File: config.mk
export PLATFORM = sky130hd
export DESIGN_NAME = lcd_result_driver_flat
export DESIGN_NICKNAME = d
export VERILOG_FILES = /design/src/rtl/lcd_result_driver_if.sv /design/src/rtl/lcd_result_driver.sv /design/src/flat_wrapper.sv
export SDC_FILE = /design/constraint.sdc
export NUM_CORES = 1
export LEC_CHECK = 0
export ABC_CLOCK_PERIOD_IN_PS = 4300
export BUFFER_PORTS_ARGS = -buffer_cell sky130_fd_sc_hd__buf_2
export CAP_MARGIN = 15
export CELL_PAD_IN_SITES_DETAIL_PLACEMENT = 1
export CELL_PAD_IN_SITES_GLOBAL_PLACEMENT = 1
export CORE_UTILIZATION = 42
export DETAILED_ROUTE_END_ITERATION = 7
export GPL_TIMING_DRIVEN = 0
export PLACE_DENSITY_LB_ADDON = 0.25
export SETUP_SLACK_MARGIN = 0.1
export SYNTH_ARGS = -nofsm -noshare
export SYNTH_HDL_FRONTEND = slang
export SYNTH_SLANG_ARGS = --single-unit
File: constraint.sdc
create_clock -name s_axi_aclk -period 4.3 [get_ports s_axi_aclk]
set_input_delay 0 -clock s_axi_aclk [delete_from_list [all_inputs] [get_ports s_axi_aclk]]
set_output_delay 0 -clock s_axi_aclk [all_outputs]
set_load 0.005 [all_outputs]
File: src/rtl/lcd_result_driver_if.sv
// lcd_result_driver_if: the HD44780 character-LCD pin bundle.
// The driver owns the bus through the master modport; the LCD side, or a
// monitor, observes it through the slave modport.
interface lcd_result_driver_if;
    logic [7:0] lcd_data;
    logic       lcd_rs;
    logic       lcd_rw;
    logic       lcd_en;
    logic       lcd_on;

    modport master (output lcd_data, lcd_rs, lcd_rw, lcd_en, lcd_on);
    modport slave  (input  lcd_data, lcd_rs, lcd_rw, lcd_en, lcd_on);
endinterface

File: src/rtl/lcd_result_driver.sv
// lcd_result_driver: shows the 32-nibble result buffer on a 16x2 HD44780 LCD.
// After power-up it sends the initialisation commands. It then writes
// nibbles 0-15 as hex characters on line 1 and nibbles 16-31 on line 2.
// The display is redrawn on request, always from a snapshot of the buffer
// that is taken when the frame starts.
// Optional feature: define LCD_AUTO_REFRESH_EN to redraw automatically
// whenever lcd_buffer differs from the last snapshot.
module lcd_result_driver #(
    parameter int unsigned POWERUP_CYCLES = 750000,
    parameter int unsigned EN_CYCLES      = 25,
    parameter int unsigned CMD_WAIT       = 2500,
    parameter int unsigned CLEAR_WAIT     = 82000
) (
    input  logic                       s_axi_aclk,
    input  logic                       reset,
    input  logic [127:0]               lcd_buffer,
    input  logic                       refresh,
    lcd_result_driver_if.master        lcd,
    output logic                       busy,
    output logic                       init_done,
    output logic                       frame_done
);

    // Every down-counter load fits in the widest delay.
    localparam int unsigned MAX_AB  = (POWERUP_CYCLES > CLEAR_WAIT) ? POWERUP_CYCLES : CLEAR_WAIT;
    localparam int unsigned MAX_CD  = (EN_CYCLES > CMD_WAIT) ? EN_CYCLES : CMD_WAIT;
    localparam int unsigned MAX_CNT = (MAX_AB > MAX_CD) ? MAX_AB : MAX_CD;
    localparam int          CNT_W   = (MAX_CNT > 1) ? $clog2(MAX_CNT) : 1;

    localparam logic [CNT_W-1:0] PWR_LOAD = CNT_W'(POWERUP_CYCLES - 1);
    localparam logic [CNT_W-1:0] EN_LOAD  = CNT_W'(EN_CYCLES - 1);
    localparam logic [CNT_W-1:0] CMD_LOAD = CNT_W'(CMD_WAIT - 1);
    localparam logic [CNT_W-1:0] CLR_LOAD = CNT_W'(CLEAR_WAIT - 1);
    localparam logic [CNT_W-1:0] CNT_ONE  = CNT_W'(1);

    localparam logic [5:0] IDX_INIT_LAST   = 6'd3;
    localparam logic [5:0] IDX_FRAME_FIRST = 6'd4;
    localparam logic [5:0] IDX_LAST        = 6'd37;

    typedef enum logic [1:0] {ST_POWERUP, ST_INIT, ST_FRAME, ST_IDLE} top_e;
    typedef enum logic [1:0] {PH_SETUP, PH_EN_HIGH, PH_HOLD, PH_WAIT} phase_e;

    top_e             top_q;
    phase_e           phase_q;
    logic [CNT_W-1:0] cnt_q;
    logic [5:0]       idx_q;
    logic [127:0]     snap_q;
    logic             pending_q;
    logic [7:0]       data_q;
    logic             rs_q;
    logic             en_q;
    logic             busy_q;
    logic             init_done_q;
    logic             frame_done_q;

    logic [CNT_W-1:0] wait_load_d;
    logic             last_byte_d;
    logic             buf_changed_d;

    // Nibble value 0-15 to its ASCII hex character.
    function automatic logic [7:0] hex_char(input logic [3:0] n);
        if (n < 4'd10)
            return 8'h30 + {4'h0, n};
        else
            return 8'h37 + {4'h0, n};
    endfunction

    // Byte idx of the fixed 38-byte sequence as {rs, data}.
    function automatic logic [8:0] seq_byte(input logic [5:0] idx, input logic [127:0] snap);
        logic [5:0] nib;
        nib = (idx <= 6'd20) ? (idx - 6'd5) : (idx - 6'd6);
        case (idx)
            6'd0:    return 9'h038;
            6'd1:    return 9'h00C;
            6'd2:    return 9'h001;
            6'd3:    return 9'h006;
            6'd4:    return 9'h080;
            6'd21:   return 9'h0C0;
            default: begin
                if (idx <= IDX_LAST)
                    return {1'b1, hex_char(snap[{nib[4:0], 2'b00} +: 4])};
                else
                    return 9'h000;
            end
        endcase
    endfunction

`ifdef LCD_AUTO_REFRESH_EN
    assign buf_changed_d = (lcd_buffer != snap_q);
`else
    assign buf_changed_d = 1'b0;
`endif

    // Clear Display needs the long settle time; every other byte uses the short one.
    always_comb begin
        wait_load_d = CMD_LOAD;
        if (!rs_q && data_q == 8'h01)
            wait_load_d = CLR_LOAD;
    end

    assign last_byte_d = (top_q == ST_FRAME) && (idx_q == IDX_LAST);

    // Top sequencer and per-byte strobe timing, with registered LCD outputs.
    always_ff @(posedge s_axi_aclk) begin
        if (reset) begin
            top_q        <= ST_POWERUP;
            phase_q      <= PH_SETUP;
            cnt_q        <= PWR_LOAD;
            idx_q        <= 6'd0;
            snap_q       <= '0;
            pending_q    <= 1'b0;
            data_q       <= 8'h00;
            rs_q         <= 1'b0;
            en_q         <= 1'b0;
            busy_q       <= 1'b1;
            init_done_q  <= 1'b0;
            frame_done_q <= 1'b0;
        end else begin
            frame_done_q <= 1'b0;
            // A request that arrives while busy is remembered until IDLE.
            if (refresh && top_q != ST_IDLE)
                pending_q <= 1'b1;

            case (top_q)
                ST_POWERUP: begin
                    if (cnt_q == '0) begin
                        top_q          <= ST_INIT;
                        phase_q        <= PH_SETUP;
                        idx_q          <= 6'd0;
                        {rs_q, data_q} <= seq_byte(6'd0, snap_q);
                    end else begin
                        cnt_q <= cnt_q - CNT_ONE;
                    end
                end

                ST_IDLE: begin
                    if (refresh || pending_q || buf_changed_d) begin
                        snap_q         <= lcd_buffer;
                        pending_q      <= 1'b0;
                        top_q          <= ST_FRAME;
                        phase_q        <= PH_SETUP;
                        idx_q          <= IDX_FRAME_FIRST;
                        {rs_q, data_q} <= seq_byte(IDX_FRAME_FIRST, snap_q);
                        busy_q         <= 1'b1;
                    end
                end

                default: begin
                    case (phase_q)
                        PH_SETUP: begin
                            phase_q <= PH_EN_HIGH;
                            en_q    <= 1'b1;
                            cnt_q   <= EN_LOAD;
                        end

                        PH_EN_HIGH: begin
                            if (cnt_q == '0) begin
                                phase_q <= PH_HOLD;
                                en_q    <= 1'b0;
                            end else begin
                                cnt_q <= cnt_q - CNT_ONE;
                            end
                        end

                        PH_HOLD: begin
                            phase_q      <= PH_WAIT;
                            cnt_q        <= wait_load_d;
                            // frame_done marks the final wait cycle of the frame.
                            frame_done_q <= last_byte_d && (wait_load_d == '0);
                        end

                        default: begin
                            if (cnt_q == '0) begin
                                if (top_q == ST_INIT && idx_q == IDX_INIT_LAST) begin
                                    // The first frame follows init directly, from a fresh snapshot.
                                    init_done_q    <= 1'b1;
                                    snap_q         <= lcd_buffer;
                                    pending_q      <= 1'b0;
                                    top_q          <= ST_FRAME;
                                    phase_q        <= PH_SETUP;
                                    idx_q          <= IDX_FRAME_FIRST;
                                    {rs_q, data_q} <= seq_byte(IDX_FRAME_FIRST, snap_q);
                                end else if (last_byte_d) begin
                                    top_q  <= ST_IDLE;
                                    busy_q <= 1'b0;
`ifdef LCD_AUTO_REFRESH_EN
                                    if (buf_changed_d)
                                        pending_q <= 1'b1;
`endif
                                end else begin
                                    phase_q        <= PH_SETUP;
                                    idx_q          <= idx_q + 6'd1;
                                    {rs_q, data_q} <= seq_byte(idx_q + 6'd1, snap_q);
                                end
                            end else begin
                                cnt_q        <= cnt_q - CNT_ONE;
                                frame_done_q <= last_byte_d && (cnt_q == CNT_ONE);
                            end
                        end
                    endcase
                end
            endcase
        end
    end

    assign lcd.lcd_data = data_q;
    assign lcd.lcd_rs   = rs_q;
    assign lcd.lcd_rw   = 1'b0;
    assign lcd.lcd_en   = en_q;
    assign lcd.lcd_on   = 1'b1;
    assign busy         = busy_q;
    assign init_done    = init_done_q;
    assign frame_done   = frame_done_q;

endmodule
File: src/flat_wrapper.sv
// flat-port wrapper written by rule: the top's interface ports become plain ports
module lcd_result_driver_flat 
#(
    parameter int unsigned POWERUP_CYCLES = 750000,
    parameter int unsigned EN_CYCLES      = 25,
    parameter int unsigned CMD_WAIT       = 2500,
    parameter int unsigned CLEAR_WAIT     = 82000
)
  (s_axi_aclk, reset, lcd_buffer, refresh, busy, init_done, frame_done, lcd_lcd_data, lcd_lcd_rs, lcd_lcd_rw, lcd_lcd_en, lcd_lcd_on);
  lcd_result_driver_if lcd_i ();
  input  logic s_axi_aclk;
  input  logic reset;
  input  logic [127:0] lcd_buffer;
  input  logic refresh;
  output logic busy;
  output logic init_done;
  output logic frame_done;
  output wire logic [$bits(lcd_i.lcd_data)-1:0] lcd_lcd_data;
  output wire logic [$bits(lcd_i.lcd_rs)-1:0] lcd_lcd_rs;
  output wire logic [$bits(lcd_i.lcd_rw)-1:0] lcd_lcd_rw;
  output wire logic [$bits(lcd_i.lcd_en)-1:0] lcd_lcd_en;
  output wire logic [$bits(lcd_i.lcd_on)-1:0] lcd_lcd_on;
  assign lcd_lcd_data = lcd_i.lcd_data;
  assign lcd_lcd_rs = lcd_i.lcd_rs;
  assign lcd_lcd_rw = lcd_i.lcd_rw;
  assign lcd_lcd_en = lcd_i.lcd_en;
  assign lcd_lcd_on = lcd_i.lcd_on;
  lcd_result_driver #(.POWERUP_CYCLES(POWERUP_CYCLES), .EN_CYCLES(EN_CYCLES), .CMD_WAIT(CMD_WAIT), .CLEAR_WAIT(CLEAR_WAIT)) u_core (.s_axi_aclk(s_axi_aclk), .reset(reset), .lcd_buffer(lcd_buffer), .refresh(refresh), .lcd(lcd_i), .busy(busy), .init_done(init_done), .frame_done(frame_done));
endmodule
==> results of run 1 <==
-- how the worst max path moves through the flow --
| stage | endpoint | slack [ns] | cells after the start |
|---|---|---|---|
| finish | u_core.lcd.lcd_data[2]$_SDFFE_PP0P_ | 0.09 | 16 |
| global route | u_core.lcd.lcd_data[2]$_SDFFE_PP0P_ | 0.06 | 20 |
| CTS | u_core.lcd.lcd_data[2]$_SDFFE_PP0P_ | 0.13 | 21 |
| detailed placement | u_core.lcd.lcd_data[6]$_SDFFE_PP0P_ | -1.30 | 17 |
| global placement | u_core.lcd.lcd_data[6]$_SDFFE_PP0P_ | -1.29 | 17 |
| floorplan | u_core.lcd.lcd_data[1]$_SDFFE_PP0P_ | 0.42 | 19 |
-- power by group through the flow --
stage	Clock [mW]	Combinational [mW]	Sequential, mW
after global placement	0	0.116	1.64
after CTS	1.76	0.208	1.60
after global routing	1.84	0.234	1.60
after detailed placement	0	0.118	1.64
final	1.77	0.221	1.60
after floorplan	0	0.0381	1.64
-- cell families after synthesis --
family / synth area share (%)
other: 0.0835
adder cells (fa/ha/maj): 2.78
XOR/XNOR: 1.46
multiplexers: 3.27
AND/OR/NAND/NOR: 25.3
AO/OA/AOI/OAI: 23.6
flip-flops: 38.3
buffers and inverters: 5.28
-- cells in the mapped netlist (6+ instances only) --
| cell | count | area, um2 |
|---|---|---|
| a211oi_1 | 7 | 52.6 |
| a21oi_1 | 161 | 806 |
| a221o_1 | 6 | 60.1 |
| a221oi_1 | 27 | 236 |
| a22oi_1 | 6 | 45.0 |
| a311oi_1 | 9 | 78.8 |
| a31oi_1 | 8 | 50.1 |
| buf_2 | 26 | 130 |
| clkbuf_1 | 48 | 180 |
| dfxtp_1 | 172 | 3440 |
| ha_1 | 20 | 250 |
| inv_1 | 17 | 63.8 |
| mux2i_1 | 20 | 200 |
| nand2_1 | 338 | 1270 |
| nand3_1 | 39 | 195 |
| nand4_1 | 7 | 43.8 |
| nor2_1 | 60 | 225 |
| nor3_1 | 16 | 80.1 |
| o211ai_1 | 6 | 45.0 |
| o21ai_0 | 36 | 180 |
| o22ai_1 | 9 | 56.3 |
| o311ai_0 | 6 | 52.6 |
| xnor2_1 | 8 | 70.1 |
| xor2_1 | 7 | 61.3 |
-- flip-flops by register name, indices dropped and copies added, names as in the netlist --
register / flops
u_core.phase_q: 2
u_core.idx_q: 6
u_core.busy: 1
u_core.cnt_q: 20
u_core.init_done: 1
u_core.frame_done: 1
u_core.top_q: 2
u_core.snap_q: 128
u_core.pending_q: 1
u_core.lcd.lcd_en: 1
u_core.lcd.lcd_data: 8
u_core.lcd.lcd_rs: 1
-- critical path: cells and delay by family, from the launching register on --
| kind | cells | cell delay (ns) |
|---|---|---|
| mux | 1 | 0.21 |
| flops | 1 | 0.45 |
| compound gates | 7 | 1.65 |
| fa+ha+maj | 2 | 0.45 |
| simple gates | 3 | 0.39 |
| buf+inv | 3 | 0.90 |
-- area by class of cell --
| type | count | area share [%] |
|---|---|---|
| Antenna cell | 3 | 0.0614 |
| Buffer | 85 | 3.86 |
| Clock buffer | 19 | 3.70 |
| Clock inverter | 13 | 1.66 |
| Inverter | 18 | 0.552 |
| Multi-Input combinational cell | 909 | 42.7 |
| Sequential cell | 172 | 28.2 |
| Tap cell | 275 | 2.81 |
| Timing Repair Buffer | 273 | 16.5 |
-- layout by cell type, fill, tap and decap left out, types with 5 or more instances in the layout --
cell type / count
a211oi_1: 6
a21oi_1: 161
a221o_1: 6
a221oi_1: 26
a22oi_1: 6
a311oi_2: 6
a31oi_1: 8
a41oi_1: 5
and2_1: 5
and3_1: 5
buf_2: 159
buf_4: 14
buf_6: 7
clkbuf_1: 40
clkbuf_16: 17
dfxtp_1: 170
dlygate4sd3_1: 129
ha_1: 18
inv_1: 17
mux2i_1: 20
nand2_1: 338
nand3_1: 39
nand4_1: 7
nor2_1: 58
nor2b_1: 5
nor3_1: 16
nor4_1: 5
o211ai_1: 6
o21ai_0: 36
o21ai_2: 6
o22ai_1: 9
o311ai_0: 6
xnor2_1: 7
xor2_1: 5
-- layer usage --
metal	vias to the layer above	wire length [um]	GRT usage (%)
met1	5014	15000	39.8
met5	-	0	0
met3	145	2290	6.04
li1	4740	-	-
met4	0	1890	19.1
met2	467	19200	61.4
-- repair_timing --
action                                 in CTS  in global routing
setup endpoints to repair                   7                  7
pin swaps                                   3                  3
gates cloned                                0                  0
hold buffers                              129                  0
endpoints found under the hold margin     129                  0
buffers inserted                            1                  1
gates resized for setup                    34                 24
==> qor.json, run 1 <==
{
  "most_used_cell_along_the_critical_path": {"value": "a311oi_2"},
  "number_of_standard_cells_in_the_layout_taps_in_and_fillers_out": {"value": 1767},
  "synth-edff-count": {"value": 0},
  "design.final.nets": {"value": 1627},
  "cell_area_after_synthesis": {"value": 0.00900, "unit": "mm2"},
  "post_dp_cell_area": {"value": 0.0101, "unit": "mm2"},
  "post_drt_via_cell_ratio": {"value": 5.87},
  "timing_worst_slew_pin_value": {"value": 0.952, "unit": "ns"},
  "fraction_of_the_cycle_the_final_worst_path_needs": {"value": 97.9, "unit": "%"},
  "start_util": {"value": 42.8, "unit": "%"},
  "syn_area_per_cell": {"value": 7.60, "unit": "um2"},
  "maxCapViolations": {"value": 0},
  "ant_nets": {"value": 0},
  "drt_first_iter_violations": {"value": 774},
  "min_from": {"value": "reset"},
  "timing.final.ws_setup": {"value": 0.0896, "unit": "ns"},
  "powerDensity": {"value": 293, "unit": "mW/mm2"},
  "power.clock.fraction": {"value": 49.3, "unit": "%"},
  "reg2reg_from": {"value": "u_core.idx_q[1]$_SDFFE_PP0P_"},
  "num_io_pins": {"value": 146},
  "critical_path.slowest_cell": {"value": "clkdlybuf4s18_2"},
  "finalHoldViolations": {"value": 0},
  "pre_cts_ws": {"value": -1.30, "unit": "ns"},
  "multi_input_area": {"value": 0.00522, "unit": "mm2"},
  "via_count_of_the_first_global_routing_pass": {"value": 10920},
  "synth.net_count": {"value": 1335},
  "first_pass_grt_wire_length": {"value": 58900, "unit": "um"},
  "grt_start_max_net_pins": {"value": 17},
  "cp-end-kind": {"value": "flop"},
  "timing_max_transition_violations_final": {"value": 0},
  "r2r_cells": {"value": 16},
  "post_synth_inst_count": {"value": 1184},
  "place.gp.congestion": {"value": 0.880},
  "firstDrtPassIters": {"value": 5},
  "numCtsBuffers": {"value": 17},
  "cts-htree-levels": {"value": 4},
  "numPortBuffers": {"value": 142},
  "timing.final.setup_violations": {"value": 0},
  "hpwlAfterDp": {"value": 23700, "unit": "um"},
  "die_width": {"value": 148, "unit": "um"},
  "synth_seq_area_share": {"value": 38.3, "unit": "%"},
  "combPwrFrac": {"value": 6.1, "unit": "%"},
  "clk_pin_slew_worst_paths": {"value": 0.07, "unit": "ns"},
  "hold_removal_path_class": {"value": "in2reg"},
  "postSynth.asyncResetShare": {"value": 0, "unit": "%"},
  "clock_sinks": {"value": 172},
  "ctsRootBufferMaster": {"value": "clkbuf_16"},
  "drc": {"value": 0},
  "floorplan.die_area": {"value": 0.0220, "unit": "mm2"},
  "wl_per_cell": {"value": 21.7, "unit": "um"},
  "clk_path_buf_depth": {"value": 2},
  "synth-main-ff-cell": {"value": "dfxtp_1"},
  "worst_ep_required_time": {"value": 4.59, "unit": "ns"},
  "slowest_delay": {"value": 0.47, "unit": "ns"},
  "vias": {"value": 10366},
  "layout_min_cycle_time": {"value": 4.21, "unit": "ns"},
  "num-fill-cells": {"value": 2609},
  "worstSetupStartpoint": {"value": "u_core.idx_q[1]$_SDFFE_PP0P_"},
  "min_delay_path_depth": {"value": 4},
  "final_design_area_no_fill": {"value": 0.0122, "unit": "mm2"},
  "final_util": {"value": 58.2, "unit": "%"},
  "clock_tree_from_tritoncts": {"value": "done"},
  "clock-skew-final": {"value": 0.0120, "unit": "ns"},
  "finalPower": {"value": 3.59, "unit": "mW"},
  "critical_path_arrival": {"value": 4.50, "unit": "ns"},
  "grt.overflow.total": {"value": 0},
  "fmax": {"value": 238, "unit": "MHz"},
  "worstPathMaxFanout": {"value": 10},
  "numPlacedInstances": {"value": 1601},
  "grt_antenna_before_repair": {"value": 3},
  "fin_setup_tns": {"value": 0, "unit": "ns"},
  "p_leak": {"value": 4.58, "unit": "nW"},
  "chipHeight": {"value": 148, "unit": "um"},
  "synth.distinct_cells": {"value": 84},
  "grt.total_usage": {"value": 34.8, "unit": "%"},
  "slew-limit-headroom": {"value": 36.5, "unit": "%"},
  "outcome": {"value": "finished clean"},
  "classification_of_the_worst_setup_path": {"value": "reg2reg"},
  "seqPwrFrac": {"value": 44.6, "unit": "%"},
  "max-vdd-ir-drop": {"value": 207, "unit": "uV"},
  "setup.reg_to_reg.worst_slack": {"value": 0.09, "unit": "ns"},
  "post_route_cells_drive_above_1_share": {"value": 18.9, "unit": "%"},
  "clkLatencyLatePin": {"value": 0.44, "unit": "ns"},
  "rows": {"value": 53},
  "seq_area": {"value": 0.00345, "unit": "mm2"},
  "totalWireLength": {"value": 38400, "unit": "um"},
  "flip_flop_and_latch_count_after_synthesis": {"value": 172},
  "layout-area-overhead-vs-synth": {"value": 36.0, "unit": "%"},
  "yosysWarnings": {"value": 0},
  "switching_power": {"value": 0.839, "unit": "mW"},
  "min_delay_worst_endpoint": {"value": "u_core.lcd.lcd_data[3]$_SDFFE_PP0P_"},
  "sw_frac_of_total": {"value": 23.4, "unit": "%"},
  "crit-reg2reg-capture": {"value": "u_core.lcd.lcd_data[2]$_SDFFE_PP0P_"},
  "p_int": {"value": 2.75, "unit": "mW"},
  "core_area": {"value": 0.0210, "unit": "mm2"},
  "timing.hold.ws": {"value": 0.109, "unit": "ns"},
  "path_cells": {"value": "ha_1 > buf_2 > inv_1 > a31oi_1 > and3_1 > nor2_2 > clkdlybuf4s18_2 > a211oi_4 > a311oi_2 > a311oi_2 > a311o_1 > o31a_1 > ha_2 > nand2_1 > mux2i_1 > o22ai_1"},
  "grt_setup_unrepaired": {"value": "false"},
  "critPathLaunchType": {"value": "flop"}
}
Power figures use the tool's default switching activity.
==> run 2: changes to the inputs <==
BUFFER_PORTS_ARGS = -buffer_cell sky130_fd_sc_hd__buf_4   (was -buffer_cell sky130_fd_sc_hd__buf_2)
==> run 2 against run 1 <==
Against the previous run: worst setup slack lost 0.031 ns; core utilization grew 1.7 points; combinational power grew 17%; sequential share of layout area shrank 0.80 points; total power shrank 3.1%; via count grew 2.0%; design area grew 2.8%; clock power shrank 8%; critical path type unchanged; largest cell class unchanged; largest power group unchanged.
==> qor.json, run 2 (synthesized netlist as in run 1, its figures left out) <==
{
  "outcome": {"value": "finished clean"},
  "worstPathMaxFanout": {"value": 11, "change": "+1"},
  "worst_ep_required_time": {"value": 4.60, "unit": "ns", "change": "about the same"},
  "start_util": {"value": 42.8, "unit": "%", "change": "unchanged"},
  "classification_of_the_worst_setup_path": {"value": "reg2reg"},
  "hpwlAfterDp": {"value": 24000, "unit": "um", "change": "+1.3%"},
  "layout-area-overhead-vs-synth": {"value": 39.9, "unit": "%"},
  "grt_start_max_net_pins": {"value": 19, "change": "+2"},
  "fin_setup_tns": {"value": 0, "unit": "ns", "change": "unchanged"},
  "final_common_cell": {"value": "nand2_1"},
  "slew-limit-headroom": {"value": 37.9, "unit": "%", "change": "+1.4 points"},
  "critical_path_arrival": {"value": 4.54, "unit": "ns", "change": "+0.04 ns"},
  "core_area": {"value": 0.0210, "unit": "mm2", "change": "unchanged"},
  "max-vdd-ir-drop": {"value": 185, "unit": "uV", "change": "-11%"},
  "place.gp.congestion": {"value": 0.891, "change": "+1.3%"},
  "totalWireLength": {"value": 39300, "unit": "um", "change": "+2.4%"},
  "ant_nets": {"value": 0, "change": "unchanged"},
  "numCtsBuffers": {"value": 17, "change": "unchanged"},
  "clk_pin_slew_worst_paths": {"value": 0.07, "unit": "ns", "change": "about the same"},
  "hold_removal_path_class": {"value": "in2reg"},
  "chipHeight": {"value": 148, "unit": "um", "change": "unchanged"},
  "max_ffs_per_register": {"value": 128, "change": "unchanged"},
  "clock_tree_from_tritoncts": {"value": "done"},
  "fmax": {"value": 236, "unit": "MHz", "change": "-0.73%"},
  "via_count_of_the_first_global_routing_pass": {"value": 10957, "change": "+0.34%"},
  "grt_setup_unrepaired": {"value": "false"},
  "floorplan.die_area": {"value": 0.0220, "unit": "mm2", "change": "unchanged"},
  "clock_sinks": {"value": 172, "change": "unchanged"},
  "numPortBuffers": {"value": 142, "change": "unchanged"},
  "post_drt_via_cell_ratio": {"value": 5.99, "change": "+2.1%"},
  "clock-skew-final": {"value": 0.0162, "unit": "ns", "change": "+0.00412 ns"},
  "regMostFlops": {"value": "u_core.snap_q"},
  "cts-htree-levels": {"value": 4, "change": "unchanged"},
  "drt_first_iter_violations": {"value": 980, "change": "+27%"},
  "rows": {"value": 53, "change": "unchanged"},
  "first_pass_grt_wire_length": {"value": 59500, "unit": "um", "change": "+1.1%"},
  "cp-end-kind": {"value": "flop"},
  "vias": {"value": 10578, "change": "+2.0%"},
  "post_route_cells_drive_above_1_share": {"value": 19.3, "unit": "%", "change": "+0.38 points"},
  "firstDrtPassIters": {"value": 5, "change": "unchanged"},
  "wl_per_cell": {"value": 22.3, "unit": "um", "change": "+2.4%"},
  "timing.final.setup_violations": {"value": 0, "change": "unchanged"},
  "final_util": {"value": 59.9, "unit": "%", "change": "+1.7 points"},
  "num-fill-cells": {"value": 2549, "change": "-2.3%"},
  "p_leak": {"value": 4.67, "unit": "nW", "change": "+2.1%"},
  "die_width": {"value": 148, "unit": "um", "change": "unchanged"},
  "timing_max_transition_violations_final": {"value": 0, "change": "unchanged"},
  "grt_antenna_before_repair": {"value": 0, "change": "-3"},
  "timing_worst_slew_pin_value": {"value": 0.931, "unit": "ns", "change": "-0.0208 ns"},
  "layout.cells.most_common_list": {"value": "nand2_1, dfxtp_1, a21oi_1"},
  "powerDensity": {"value": 276, "unit": "mW/mm2", "change": "-5.8%"},
  "grt.total_usage": {"value": 35.4, "unit": "%", "change": "+0.66 points"},
  "fraction_of_the_cycle_the_final_worst_path_needs": {"value": 98.6, "unit": "%", "change": "+0.72 points"},
  "finalHoldViolations": {"value": 0, "change": "unchanged"},
  "drc": {"value": 0, "change": "unchanged"},
  "num_io_pins": {"value": 146, "change": "unchanged"},
  "design.final.nets": {"value": 1629, "change": "+0.12%"},
  "ctsRootBufferMaster": {"value": "clkbuf_16"},
  "insertedDiodeCount": {"value": 0, "change": "-3"},
  "layout_min_cycle_time": {"value": 4.24, "unit": "ns", "change": "+0.0310 ns"},
  "critPathLaunchType": {"value": "flop"},
  "grt.overflow.total": {"value": 0, "change": "unchanged"},
  "clkLatencyLatePin": {"value": 0.45, "unit": "ns", "change": "about the same"},
  "maxCapViolations": {"value": 0, "change": "unchanged"},
  "clk_path_buf_depth": {"value": 2, "change": "unchanged"}
}
run 2: stage by stage:
stage          total power [mW]  instances  hold WS (ns)  instance area, um2  setup slack (ns)
6_report                   3.48       1766         0.113               12600            0.0587
5_1_grt                    3.56       1766         0.164               12600            0.0813
4_1_cts                    3.45       1763        0.0986               12400             0.115
3_5_place_dp               1.79       1601         0.259               10400             -1.33
3_3_place_gp               1.79       1601         0.249               10400             -1.32
2_1_floorplan              1.67       1184         0.136                9000             0.419
run 2: layout make-up:
class | instances | area, um2 | area share (%)
Buffer | 85 | 475 | 3.78
Clock buffer | 18 | 439 | 3.49
Clock inverter | 14 | 170 | 1.35
Inverter | 18 | 67.6 | 0.537
Multi-Input combinational cell | 909 | 5250 | 41.8
Sequential cell | 172 | 3450 | 27.4
Tap cell | 275 | 344 | 2.73
Timing Repair Buffer | 275 | 2390 | 19.0
run 2: routing by layer:
| metal | up-vias | track usage [%] | part of all wire (%) |
|---|---|---|---|
| li1 | 4748 | - | - |
| met1 | 5190 | 39.3 | 38 |
| met2 | 472 | 62.9 | 50 |
| met3 | 168 | 6.10 | 5.8 |
| met4 | 0 | 22.3 | 5.8 |
| met5 | - | 0 | 0 |
run 2: path summary, 6_finish.rpt:
kind | start | to | slack (ns) | depth (start not counted)
min | reset | u_core.lcd.lcd_data[3]$_SDFFE_PP0P_ | 0.11 | 4
max reg2reg | u_core.idx_q[0]$_SDFFE_PP0P_ | u_core.lcd.lcd_data[2]$_SDFFE_PP0P_ | 0.06 | 20
min reg2reg | u_core.snap_q[58]$_SDFFE_PP0P_ | u_core.snap_q[58]$_SDFFE_PP0P_ | 0.46 | 2
max | u_core.idx_q[0]$_SDFFE_PP0P_ | u_core.lcd.lcd_data[2]$_SDFFE_PP0P_ | 0.06 | 20
run 2: report_power, final:
group / switching (mW) / total (mW) / leakage (nW) / internal (mW)
clock network: 0.774 / 1.62 / 0.295 / 0.847
logic: 0.0934 / 0.258 / 2.99 / 0.164
registers: 0.00436 / 1.60 / 1.39 / 1.60
total: 0.871 / 3.48 / 4.67 / 2.61
run 2: worst max-delay path: stages, from the launching register on:
cell and delay, ns:
dfxtp_2 0.38, buf_6 0.17, inv_1 0.08, buf_4 0.20
buf_8 0.19, ha_1 0.16, clkbuf_4 0.19, nor2_1 0.07
and4_1 0.23, buf_6 0.14, or2_2 0.28, buf_4 0.19
a211oi_2 0.29, a311oi_2 0.09, a311oi_2 0.39, a311o_1 0.19
o31a_1 0.27, ha_1 0.22, nand2_1 0.07, mux2i_1 0.19
o22ai_1 0.09
run 2: timing repair:
item,in CTS,in global routing
setup endpoints to repair,7,7
gates resized for setup,35,25
hold buffers,129,0
setup buffers,1,3
hold endpoints to repair,129,0
pin swaps,2,7
